### src/rtl/gpio_pkg.sv
// gpio_bank shared definitions: register offsets, data width,
// and the width of the post-reset edge-priming counter.
package gpio_pkg;

  localparam int DATA_W  = 32;
  localparam int PRIME_W = 2;

  localparam logic [31:0] GPIO_OE         = 32'h00;
  localparam logic [31:0] GPIO_OUT        = 32'h04;
  localparam logic [31:0] GPIO_IN         = 32'h08;
  localparam logic [31:0] GPIO_SET        = 32'h0C;
  localparam logic [31:0] GPIO_CLR        = 32'h10;
  localparam logic [31:0] GPIO_TGL        = 32'h14;
  localparam logic [31:0] GPIO_IRQ_EN     = 32'h18;
  localparam logic [31:0] GPIO_IRQ_RISE   = 32'h1C;
  localparam logic [31:0] GPIO_IRQ_FALL   = 32'h20;
  localparam logic [31:0] GPIO_IRQ_STATUS = 32'h24;

endpackage

### src/rtl/gpio_if.sv
// Register-port bundle for gpio_bank: single request,
// one-cycle ready acknowledge with read data.
interface gpio_if #(
  parameter int ADDR_W = 6
) ();
  import gpio_pkg::*;

  logic              req;
  logic              we;
  logic [ADDR_W-1:0] addr;
  logic [DATA_W-1:0] wdata;
  logic [DATA_W-1:0] rdata;
  logic              ready;

  modport master (
    output req, we, addr, wdata,
    input  rdata, ready
  );

  modport slave (
    input  req, we, addr, wdata,
    output rdata, ready
  );
endinterface

### src/rtl/gpio_sync.sv
// N-bit multi-stage input synchronizer with a trailing
// "previous" flop for edge detection.
module gpio_sync #(
  parameter int N      = 8,
  parameter int STAGES = 2
) (
  input  logic         clk_i,
  input  logic         rst_i,
  input  logic [N-1:0] d_i,
  output logic [N-1:0] sync_o,
  output logic [N-1:0] prev_o
);

  logic [STAGES-1:0][N-1:0] stg_q;
  logic [N-1:0]             prev_q;

  always_ff @(posedge clk_i) begin
    if (rst_i) begin
      stg_q  <= '0;
      prev_q <= '0;
    end else begin
      stg_q  <= {stg_q[STAGES-2:0], d_i};
      prev_q <= stg_q[STAGES-1];
    end
  end

  assign sync_o = stg_q[STAGES-1];
  assign prev_o = prev_q;

endmodule

### src/rtl/gpio_bank.sv
// Parametrised GPIO controller: register port, atomic
// set/clear/toggle, synchronised inputs, edge interrupts.
module gpio_bank import gpio_pkg::*; #(
  parameter int N_GPIO      = 8,
  parameter int SYNC_STAGES = 2,
  parameter int ADDR_W      = 6
) (
  input  logic              sys_clk_i,
  input  logic              sys_rst_i,
  gpio_if.slave             bus,
  input  logic [N_GPIO-1:0] gpio_val_i,
  output logic [N_GPIO-1:0] gpio_val_o,
  output logic [N_GPIO-1:0] gpio_dir_o,
  output logic              irq_o
);

  localparam int PCNT = SYNC_STAGES + 1;
  localparam int PW   =
    (PCNT > 3) ? $clog2(PCNT + 1) : PRIME_W;

  logic [N_GPIO-1:0] oe_q, oe_d;
  logic [N_GPIO-1:0] out_q, out_d;
  logic [N_GPIO-1:0] en_q, en_d;
  logic [N_GPIO-1:0] rise_q, rise_d;
  logic [N_GPIO-1:0] fall_q, fall_d;
  logic [N_GPIO-1:0] stat_q, stat_d;
  logic [PW-1:0]     prime_q, prime_d;
  logic              ready_q, ready_d;
  logic [DATA_W-1:0] rdata_q, rdata_d;

  logic [N_GPIO-1:0] sync, prev, edges, w1c, wd;
  logic [ADDR_W-1:0] addr;
  logic [31:0]       off;
  logic [DATA_W-1:0] rd;
  logic              accept, wr, primed;
  logic              unused_bits;

  assign addr        = bus.addr;
  assign off         = 32'(addr) & 32'hFFFF_FFFC;
  assign wd          = bus.wdata[N_GPIO-1:0];
  assign unused_bits = ^bus.wdata;
  assign accept      = bus.req & ~ready_q;
  assign wr          = accept & bus.we;

  gpio_sync #(
    .N      (N_GPIO),
    .STAGES (SYNC_STAGES)
  ) u_sync (
    .clk_i  (sys_clk_i),
    .rst_i  (sys_rst_i),
    .d_i    (gpio_val_i),
    .sync_o (sync),
    .prev_o (prev)
  );

  // Flops are still filling right after reset; ignore edges until settled.
  assign primed  = (prime_q == PW'(PCNT));
  assign prime_d = primed ? prime_q : prime_q + 1'b1;

  assign edges = (sync & ~prev & rise_q) |
                 (~sync & prev & fall_q);

  always_comb begin
    rd = '0;
    case (off)
      GPIO_OE:         rd = DATA_W'(oe_q);
      GPIO_OUT:        rd = DATA_W'(out_q);
      GPIO_IN:         rd = DATA_W'(sync);
      GPIO_IRQ_EN:     rd = DATA_W'(en_q);
      GPIO_IRQ_RISE:   rd = DATA_W'(rise_q);
      GPIO_IRQ_FALL:   rd = DATA_W'(fall_q);
      GPIO_IRQ_STATUS: rd = DATA_W'(stat_q);
      default:         rd = '0;
    endcase
  end

  always_comb begin
    oe_d   = oe_q;
    out_d  = out_q;
    en_d   = en_q;
    rise_d = rise_q;
    fall_d = fall_q;
    w1c    = '0;
    if (wr) begin
      case (off)
        GPIO_OE:         oe_d   = wd;
        GPIO_OUT:        out_d  = wd;
        GPIO_SET:        out_d  = out_q | wd;
        GPIO_CLR:        out_d  = out_q & ~wd;
        GPIO_TGL:        out_d  = out_q ^ wd;
        GPIO_IRQ_EN:     en_d   = wd;
        GPIO_IRQ_RISE:   rise_d = wd;
        GPIO_IRQ_FALL:   fall_d = wd;
        GPIO_IRQ_STATUS: w1c    = wd;
        default:         ;
      endcase
    end
  end

  // A fresh edge beats a same-cycle W1C on the same bit.
  assign stat_d  = (stat_q & ~w1c) |
                   (primed ? edges : '0);
  assign ready_d = accept;
  assign rdata_d = (accept & ~bus.we) ? rd : '0;

  always_ff @(posedge sys_clk_i) begin
    if (sys_rst_i) begin
      oe_q    <= '0;
      out_q   <= '0;
      en_q    <= '0;
      rise_q  <= '0;
      fall_q  <= '0;
      stat_q  <= '0;
      prime_q <= '0;
      ready_q <= 1'b0;
      rdata_q <= '0;
    end else begin
      oe_q    <= oe_d;
      out_q   <= out_d;
      en_q    <= en_d;
      rise_q  <= rise_d;
      fall_q  <= fall_d;
      stat_q  <= stat_d;
      prime_q <= prime_d;
      ready_q <= ready_d;
      rdata_q <= rdata_d;
    end
  end

  assign bus.ready  = ready_q;
  assign bus.rdata  = rdata_q;
  assign gpio_val_o = out_q;
  assign gpio_dir_o = ~oe_q;
  assign irq_o      = |(stat_q & en_q);

endmodule

### src/flat_wrapper.sv
// flat-port wrapper written by rule: the top's interface ports become plain ports
module gpio_bank_flat import gpio_pkg::*;
#(
  parameter int N_GPIO      = 8,
  parameter int SYNC_STAGES = 2,
  parameter int ADDR_W      = 6
)
  (sys_clk_i, sys_rst_i, gpio_val_i, gpio_val_o, gpio_dir_o, irq_o, bus_req, bus_we, bus_addr, bus_wdata, bus_rdata, bus_ready);
  gpio_if #(.ADDR_W(ADDR_W)) bus_i ();
  input  logic sys_clk_i;
  input  logic sys_rst_i;
  input  logic [N_GPIO-1:0] gpio_val_i;
  output logic [N_GPIO-1:0] gpio_val_o;
  output logic [N_GPIO-1:0] gpio_dir_o;
  output logic irq_o;
  input wire logic [$bits(bus_i.req)-1:0] bus_req;
  input wire logic [$bits(bus_i.we)-1:0] bus_we;
  input wire logic [$bits(bus_i.addr)-1:0] bus_addr;
  input wire logic [$bits(bus_i.wdata)-1:0] bus_wdata;
  output wire logic [$bits(bus_i.rdata)-1:0] bus_rdata;
  output wire logic [$bits(bus_i.ready)-1:0] bus_ready;
  assign bus_i.req = bus_req;
  assign bus_i.we = bus_we;
  assign bus_i.addr = bus_addr;
  assign bus_i.wdata = bus_wdata;
  assign bus_rdata = bus_i.rdata;
  assign bus_ready = bus_i.ready;
  gpio_bank #(.N_GPIO(N_GPIO), .SYNC_STAGES(SYNC_STAGES), .ADDR_W(ADDR_W)) u_core (.sys_clk_i(sys_clk_i), .sys_rst_i(sys_rst_i), .bus(bus_i), .gpio_val_i(gpio_val_i), .gpio_val_o(gpio_val_o), .gpio_dir_o(gpio_dir_o), .irq_o(irq_o));
endmodule
### config.mk
export PLATFORM = sky130hd
export DESIGN_NAME = gpio_bank_flat
export DESIGN_NICKNAME = d
export VERILOG_FILES = /design/src/rtl/gpio_pkg.sv /design/src/rtl/gpio_if.sv /design/src/rtl/gpio_sync.sv /design/src/rtl/gpio_bank.sv /design/src/flat_wrapper.sv
export SDC_FILE = /design/constraint.sdc
export NUM_CORES = 1
export LEC_CHECK = 0
export CAP_MARGIN = 20
export CORE_ASPECT_RATIO = 1.75
export CORE_MARGIN = 3
export CORE_UTILIZATION = 50
export CTS_BUF_LIST = sky130_fd_sc_hd__clkbuf_8 sky130_fd_sc_hd__clkbuf_16
export CTS_CLUSTER_DIAMETER = 40
export CTS_CLUSTER_SIZE = 14
export DETAILED_ROUTE_END_ITERATION = 7
export HOLD_SLACK_MARGIN = 0.05
export PLACE_DENSITY = 0.81
export SLEW_MARGIN = 20
export SYNTH_ARGS = -nofsm -noshare
export SYNTH_HDL_FRONTEND = slang
export SYNTH_SLANG_ARGS = --single-unit
### constraint.sdc
create_clock -name sys_clk_i -period 1.75 [get_ports sys_clk_i]
set_clock_uncertainty 0.15 [all_clocks]
set_input_delay 0.2625 -clock sys_clk_i [delete_from_list [all_inputs] [get_ports sys_clk_i]]
set_output_delay 0.2625 -clock sys_clk_i [all_outputs]
set_load 0.02 [all_outputs]
==> results.json, run 1 <==
{
  "drt-vias-per-instance": 5.74,
  "grt_overflow": 0,
  "status": "finished, final reports clean",
  "clockPowerShare_pct": 45.2,
  "synth_area_mm2": 0.00413,
  "synthTopCellsByArea": "dfxtp_1 40%, mux2i_1 6.8%, buf_4 5.8%",
  "gp_congestion": 0.961,
  "power.leakage_uw": 0.00227,
  "place_area_mm2": 0.00494,
  "ff2ff_setup_slack_ns": 0.13,
  "rows": 43,
  "grt.total_usage_pct": 24.6,
  "regArea_mm2": 0.00166,
  "final_cell_mix": "83 x dfxtp_1, 60 x buf_4, 39 x nand2_1",
  "grt_first_pass_wirelength_um": 17600,
  "drt_iter0_drc": 310,
  "timing.final.crit_share_pct": 98.1,
  "final_nets": 608,
  "power.switching_uw": 1020,
  "holdBufCountCts": 0,
  "setup_viol": 0,
  "fill_cells": 631,
  "drtPass1Iterations": 6,
  "hold_viol_final": 0,
  "routedWlPerCell_um": 17.2,
  "final_antenna_net_count": 0,
  "routed_wl_um": 10900,
  "synth-async-reset-ratio_pct": 0,
  "clk_latency_ns": 0.34,
  "cts_sinks": 83,
  "vias": 3653,
  "avgSynthCellArea_um2": 9.29,
  "cp-end-kind": "primary output",
  "peakVddDrop_mv": 0.817,
  "tightest_slew_ns": 0.648,
  "grt_max_degree": 54,
  "grt_pass1_vias": 3618,
  "yosys.area.top_type_share_pct": 40.2,
  "synth_top_flop_cell": "dfxtp_1",
  "reg2reg_depth": 6,
  "yosys_register_bits": 83,
  "cts_htree_levels": 3,
  "holdWs_ns": 0.0862,
  "design_area_mm2": 0.00533,
  "final-max-slew-violation-count": 0,
  "cap_viol_max_count": 0,
  "p_int_uw": 3410,
  "ys_warn_count": 0,
  "cts_buffers": 9,
  "portBuffers": 49,
  "powerDensity_mw_per_mm2": 832,
  "finalCriticalPeriod_ns": 1.72,
  "final_common_cell": "dfxtp_1",
  "area_delta_synth_final_pct": 28.9,
  "path_class": "reg2out",
  "synth_edf_count": 0,
  "arrival_ns": 1.30,
  "hpwl_um": 8180,
  "power_uw": 4430,
  "cts_tree": "built",
  "post-place-ws_ns": -0.420,
  "worstHoldEndpoint": "u_core.bus.ready",
  "slew_headroom_pct": 56.7,
  "final_util_pct": 66.9,
  "holdCritPathClass": "in2reg",
  "drc": 0,
  "yosysTopAreaCell": "dfxtp_1",
  "yosysSeqAreaShare_pct": 40.2,
  "core_area_mm2": 0.00796,
  "p_seq_share_pct": 44.1,
  "start_util_pct": 51.9,
  "max_clock_freq_ghz": 0.582,
  "r2r_start": "u_core.bus.ready",
  "min_path_cells": 2,
  "antenna_found_initial": 0,
  "die_h_um": 126,
  "swShare_pct": 23.0,
  "cts_root_buf": "clkbuf_16",
  "multiInputGateArea_mm2": 0.00217,
  "min_from": "sys_rst_i",
  "layout-drive-gt1-share_pct": 19.0,
  "synth.distinct_cells": 57,
  "finalWorstSetupSlack_ns": 0.0330,
  "io_pins": 100,
  "critPathMaxFanout": 3,
  "synthesis.instances": 445,
  "reg2reg_to": "u_core.gpio_val_o[1]",
  "clk_pin_slew_ns": 0.06,
  "p_comb_share_pct": 10.6,
  "rsz0062_at_grt": "true",
  "antenna_cells": 0,
  "required_ns": 1.34,
  "start_kind": "register",
  "clock_path_buffers": 2,
  "fp.dieW_um": 74.7,
  "die-area_mm2": 0.00944
}
[power groups by stage]
stage          sequential, µW  clock [µW]  combinational [µW]
6_report                 1960        2000                 471
5_1_grt                  1960        2120                 509
2_1_floorplan            1990           0                 293
3_3_place_gp             2000           0                 446
4_1_cts                  1960        2040                 459
3_5_place_dp             2000           0                 457
[timing repair]
action                                  in CTS  in global routing
hold endpoints to repair                     0                  0
gates cloned                                 0                  0
setup buffers                                0                  2
resized for setup                           20                 18
pin swaps                                    0                  1
endpoints found under the setup margin      39                 42
[metrics by stage]
| step | setup TNS, ns | std cells |
|---|---|---|
| detailed placement | -18.70 | 618 |
| global route | -0.00648 | 636 |
| floorplan | 0 | 468 |
| finish | 0 | 636 |
| CTS | 0 | 634 |
| global placement | -16.62 | 618 |
[routing by layer]
| metal | vias to the layer above | global-route usage (%) | share of wire, % |
|---|---|---|---|
| li1 | 1704 | - | - |
| met3 | 37 | 4.39 | 6.1 |
| met5 | - | 0 | 0 |
| met4 | 0 | 13.9 | 3.8 |
| met1 | 1740 | 28.0 | 38 |
| met2 | 172 | 41.5 | 52 |
[flip-flops by register name, indices dropped and copies added, names as in the netlist]
| register | count |
|---|---|
| u_core.en_q | 8 |
| u_core.u_sync.sync_o | 8 |
| u_core.u_sync.stg_q | 8 |
| u_core.prime_q | 2 |
| u_core.fall_q | 8 |
| u_core.u_sync.prev_o | 8 |
| u_core.oe_q | 8 |
| u_core.gpio_val_o | 8 |
| u_core.stat_q | 8 |
| u_core.rise_q | 8 |
| u_core.bus.rdata | 8 |
| u_core.bus.ready | 1 |
[synth_stat cells, drive strengths merged, types with 3 or more instances]
library cell,number
a22oi,17
nor2,32
o2bb2ai,8
mux2i,28
and3b,3
nand2,40
buf,44
a22o,3
mux2,6
ha,17
clkbuf,6
nor2b,29
a21oi,12
o221ai,8
inv,25
dfxtp,83
nand3,14
nor3b,3
nand3b,9
a31oi,4
a32o,8
o21ai,14
[critical path, stage by stage (launching register included)]
cell,delay [ns]
dfxtp_1,0.32
inv_1,0.06
clkdlybuf4s50_1,0.59
[cell type report]
cell class / instances / share of cell area, %
repair buffers: 112 / 18.2
clock inverters: 6 / 1.53
multi-input cells: 309 / 40.7
flip-flops and latches: 83 / 31.2
clock buffers: 10 / 4.48
inverters: 26 / 1.83
well taps: 90 / 2.11
[kinds of logic (layout without fill, tap and decap cells)]
group / Yosys count / after routing / share of synthesized area, %
AO/OA/AOI/OAI: 84 / 84 / 14.9
other: 1 / 24 / 0.0907
buffers and inverters: 76 / 154 / 10.4
AND/OR/NAND/NOR: 147 / 147 / 19.5
XOR/XNOR: 1 / 1 / 0.212
multiplexers: 36 / 36 / 9.50
flip-flops: 83 / 83 / 40.2
adder cells (fa/ha/maj): 17 / 17 / 5.15
[worst max-delay path by stage]
stage / start / end / slack, ns
detailed placement: bus_addr[4] / u_core.gpio_val_o[3] / -0.42
global placement: bus_addr[4] / u_core.stat_q[7] / -0.39
floorplan: u_core.bus.ready / u_core.oe_q[0] / 0.17
global route: bus_addr[2] / u_core.bus.rdata[5] / -0.004
CTS: u_core.oe_q[6] / gpio_dir_o[6] / 0.005
finish: u_core.oe_q[4] / gpio_dir_o[4] / 0.03
Note: power is estimated with default switching activity, not from simulation.
==> inputs of run 2 (changes only) <==
MAX_ROUTING_LAYER = met4   (was not set)
==> run 2 against run 1 <==
  * Routed wire length grew 0.78%
  * Hold slack improved by 0.012 ns
  * Clock power down 2%
  * Final area decreased by 1.1%
  * Register-to-register slack about the same
  * Combinational power about the same
  * Die area did not move
  * Sequential power about the same
  * Highest routed layer unchanged
  * Non-clock buffer count down 8
  * Final cell count is 1.3% lower
  * Global-route usage is 0.54 points higher
  * Total power down 1.1%
==> results.json, run 2 (synthesis gave the netlist of run 1 again) <==
{
  "drt_iter0_drc": 378,
  "hold_viol_final": 0,
  "antenna_cells": 0,
  "arrival_ns": 1.79,
  "start_kind": "input port",
  "grt_first_pass_wirelength_um": 17400,
  "routed_wl_um": 11000,
  "die_h_um": 126,
  "fp.dieW_um": 74.7,
  "required_ns": 1.80,
  "drt-vias-per-instance": 5.79,
  "peakVddDrop_mv": 0.773,
  "antenna_found_initial": 0,
  "clock_path_buffers": 2,
  "finalWorstSetupSlack_ns": 0.0172,
  "final_common_cell": "dfxtp_1",
  "final_antenna_net_count": 0,
  "clk_pin_slew_ns": 0.06,
  "cts_tree": "built",
  "path_class": "in2reg",
  "clk_latency_ns": 0.34,
  "setup_viol": 0,
  "core_area_mm2": 0.00796,
  "final_nets": 600,
  "finalCriticalPeriod_ns": 1.73,
  "critPathMaxFanout": 11,
  "layout-drive-gt1-share_pct": 18.2,
  "final_cell_mix": "83 x dfxtp_1, 52 x buf_4, 39 x nand2_1",
  "grt_overflow": 0,
  "io_pins": 100,
  "slew_headroom_pct": 54.9,
  "routedWlPerCell_um": 17.5,
  "cts_htree_levels": 3,
  "cts_root_buf": "clkbuf_16",
  "reg2reg_depth": 3,
  "powerDensity_mw_per_mm2": 832,
  "power_uw": 4390,
  "grt_pass1_vias": 3586,
  "min_path_cells": 2,
  "holdCritPathClass": "in2reg",
  "timing.final.crit_share_pct": 99.0,
  "hpwl_um": 8180,
  "power.leakage_uw": 0.00222,
  "tightest_slew_ns": 0.675,
  "die-area_mm2": 0.00944,
  "holdWs_ns": 0.0977,
  "cts_buffers": 9,
  "drc": 0,
  "portBuffers": 49,
  "ff2ff_setup_slack_ns": 0.13,
  "grt_max_degree": 30,
  "multiInputGateArea_mm2": 0.00216,
  "holdBufCountCts": 0,
  "fill_cells": 650,
  "start_util_pct": 51.9,
  "post-place-ws_ns": -0.381,
  "cts_sinks": 83,
  "cap_viol_max_count": 0,
  "rows": 43,
  "max_clock_freq_ghz": 0.577,
  "drtPass1Iterations": 5,
  "gp_congestion": 0.952,
  "status": "finished, final reports clean",
  "regArea_mm2": 0.00166,
  "vias": 3636,
  "area_delta_synth_final_pct": 27.5,
  "cp-end-kind": "register",
  "rsz0062_at_grt": "true",
  "final-max-slew-violation-count": 0,
  "grt.total_usage_pct": 25.1
}
==> run 2: final timing paths <==
kind	start	endpoint
worst max-delay path	bus_addr[5]	u_core.gpio_val_o[5]
worst min-delay path	sys_rst_i	u_core.u_sync.sync_o[2]
worst min register to register	u_core.u_sync.stg_q[4]	u_core.u_sync.sync_o[4]
worst max register to register	u_core.prime_q[0]	u_core.stat_q[5]
==> run 2: timing repair <==
item / CTS / global route
pin swaps: 0 / 4
endpoints found under the setup margin: 23 / 32
buffers inserted: 0 / 1
resized for setup: 19 / 18
==> run 2: cell type report <==
cell class	instances	area share, %
clock inverter	7	1.61
sequential	83	31.5
inverter	26	1.85
multi-input combinational	309	41.0
tap	90	2.14
clock buffer	9	4.27
timing repair buffer	104	17.6
==> run 2: per-stage QoR <==
| stage | TNS [ns] | instance area [µm²] | instances | util (%) |
|---|---|---|---|---|
| finish | 0 | 5270 | 628 | 66.2 |
| global route | -0.0959 | 5270 | 628 | 66.2 |
| CTS | 0 | 5220 | 627 | 65.5 |
| detailed placement | -16.54 | 4920 | 611 | 61.7 |
| global placement | -14.40 | 4920 | 611 | 61.7 |
| floorplan | 0 | 4220 | 468 | - |
==> run 2: power breakdown <==
group / switching [µW] / internal (µW)
logic: 269 / 204
registers: 26.3 / 1930
clock network: 723 / 1230
total: 1020 / 3370
==> run 2: critical path: stages <==
cell and delay [ns]:
clkdlybuf4s50_1 0.53, buf_4 0.23, inv_1 0.07, and3_1 0.17, buf_12 0.14, a22oi_1 0.23
o221ai_1 0.15
==> run 2: layer usage <==
layer  global-route usage, %  vias to the layer above  routed length (µm)
li1                        -                     1685                   -
met1                    27.2                     1719                4050
met2                    40.8                      182                5710
met3                    5.67                       50                 736
met4                    14.5                        0                 507
met5                       -                        -                   0
==> inputs of run 3 (changes only) <==
TNS_END_PERCENT = 10   (was not set)
==> run 3 against run 2 <==
  * Via count shrank 0.36%
  * Final area shrank 0.66%
  * Fmax shrank 0.26%
==> results.json, run 3 (synthesis gave the netlist of run 1 again) <==
{
  "critPathMaxFanout": 11,
  "max_clock_freq_ghz": 0.576,
  "drc": 0,
  "cp_slowest_stage_delay_ns": 0.53,
  "grt_max_degree": 30,
  "cts_htree_levels": 3,
  "finalCriticalPeriod_ns": 1.74,
  "routedWlPerCell_um": 17.5,
  "gp_congestion": 0.952,
  "power_uw": 4380,
  "drt-vias-per-instance": 5.78,
  "setup-tns-final_ns": 0,
  "crit_chain": "clkdlybuf4s50_1, buf_4, inv_1, and3_1, buf_12, a22oi_1, o221ai_1",
  "min_path_cells": 2,
  "clk_latency_ns": 0.34,
  "die-area_mm2": 0.00944,
  "holdBufCountCts": 0,
  "holdCritPathClass": "in2reg",
  "final_antenna_net_count": 0,
  "cp-end-kind": "register",
  "fp.dieW_um": 74.7,
  "slew_headroom_pct": 54.2,
  "vias": 3623,
  "peakVddDrop_mv": 0.776,
  "hold_viol_final": 0,
  "powerDensity_mw_per_mm2": 836,
  "reg2reg_to": "u_core.gpio_val_o[5]",
  "final_nets": 599,
  "path_class": "in2reg",
  "worstHoldEndpoint": "u_core.u_sync.sync_o[2]",
  "timing.final.crit_share_pct": 99.3,
  "final_util_pct": 65.8,
  "cts_sinks": 83,
  "setup_viol": 0,
  "rsz0062_at_grt": "true",
  "routed_wl_um": 10900,
  "clk_pin_slew_ns": 0.06,
  "r2r_start": "u_core.bus.ready",
  "grt.total_usage_pct": 25.0,
  "grt_first_pass_wirelength_um": 17400,
  "clock_path_buffers": 2,
  "start_util_pct": 51.9,
  "antenna_found_initial": 0,
  "area_delta_synth_final_pct": 26.7,
  "required_ns": 1.80,
  "final_cell_mix": "83 x dfxtp_1, 52 x buf_4, 39 x nand2_1",
  "tightest_slew_ns": 0.686,
  "holdWs_ns": 0.0962,
  "cpLargestDelayFamily": "buffers and inverters",
  "power.leakage_uw": 0.00220,
  "critPathBufInv": 4,
  "core_area_mm2": 0.00796,
  "min_from": "sys_rst_i",
  "arrival_ns": 1.79,
  "antenna_cells": 0,
  "io_pins": 100,
  "portBuffers": 49,
  "rows": 43,
  "ff2ff_setup_slack_ns": 0.10,
  "cts_buffers": 9,
  "cp_slowest_cell": "clkdlybuf4s50_1",
  "hpwl_um": 8180,
  "drt_iter0_drc": 346,
  "status": "finished, final reports clean",
  "final-max-slew-violation-count": 0,
  "final_common_cell": "dfxtp_1",
  "grt_overflow": 0,
  "reg2reg_depth": 6,
  "grt_pass1_vias": 3597,
  "cts_tree": "built",
  "start_kind": "input port",
  "layout-drive-gt1-share_pct": 16.8,
  "drtPass1Iterations": 7,
  "cts_root_buf": "clkbuf_16",
  "die_h_um": 126,
  "cap_viol_max_count": 0
}
run 3: cell types whose count changed in the layout (fill, tap and decap cells not counted), moves of 2 or more:
| cell | delta |
|---|---|
| and3b_1 | +2 |
| a22oi_1 | +2 |
| and3b_2 | -2 |
| a22oi_2 | -2 |
run 3: power by group:
| part | total [µW] | internal, µW | leakage (µW) | switching (µW) |
|---|---|---|---|---|
| clock network | 1950 | 1230 | 0.000158 | 722 |
| registers | 1960 | 1930 | 0.000674 | 26.2 |
| logic | 468 | 201 | 0.00137 | 267 |
| total | 4380 | 3360 | 0.00220 | 1020 |
run 3: stage by stage:
stage	area, µm²	worst slack (ns)	instances
after floorplan	4220	0.168	468
after global placement	4920	-0.349	611
after detailed placement	4920	-0.381	611
final	5240	0.0127	627
after global routing	5240	-0.0370	627
after CTS	5220	-0.0286	627
run 3: worst max-delay path by stage:
stage                                start                   end  cells after the start
after detailed placement       bus_addr[4]      u_core.stat_q[5]                      6
after global placement         bus_addr[4]      u_core.stat_q[4]                      6
after floorplan           u_core.bus.ready        u_core.oe_q[0]                      6
final                          bus_addr[5]  u_core.gpio_val_o[5]                      7
after global routing           bus_addr[3]   u_core.bus.rdata[0]                      6
after CTS                 u_core.stat_q[5]                 irq_o                      3
run 3: final cells by class:
cell class                 instances  area [µm²]
fill                             657        2730
multi-input combinational        309        2140
sequential                        83        1660
timing repair buffer             103         912
clock buffer                       9         225
tap                               90         113
inverter                          26        97.6
clock inverter                     7        85.1
run 3: what timing repair did:
item,CTS,global route
endpoints found under the setup margin,23,32
pin swaps,0,2
resized for setup,18,10
gates cloned,0,0
hold endpoints to repair,0,0
buffers inserted,0,0
run 3: routing by layer:
metal	routed length, µm	track usage (%)
met5	0	-
met4	541	14.9
met2	5640	40.6
met1	3960	27.0
met3	801	5.67
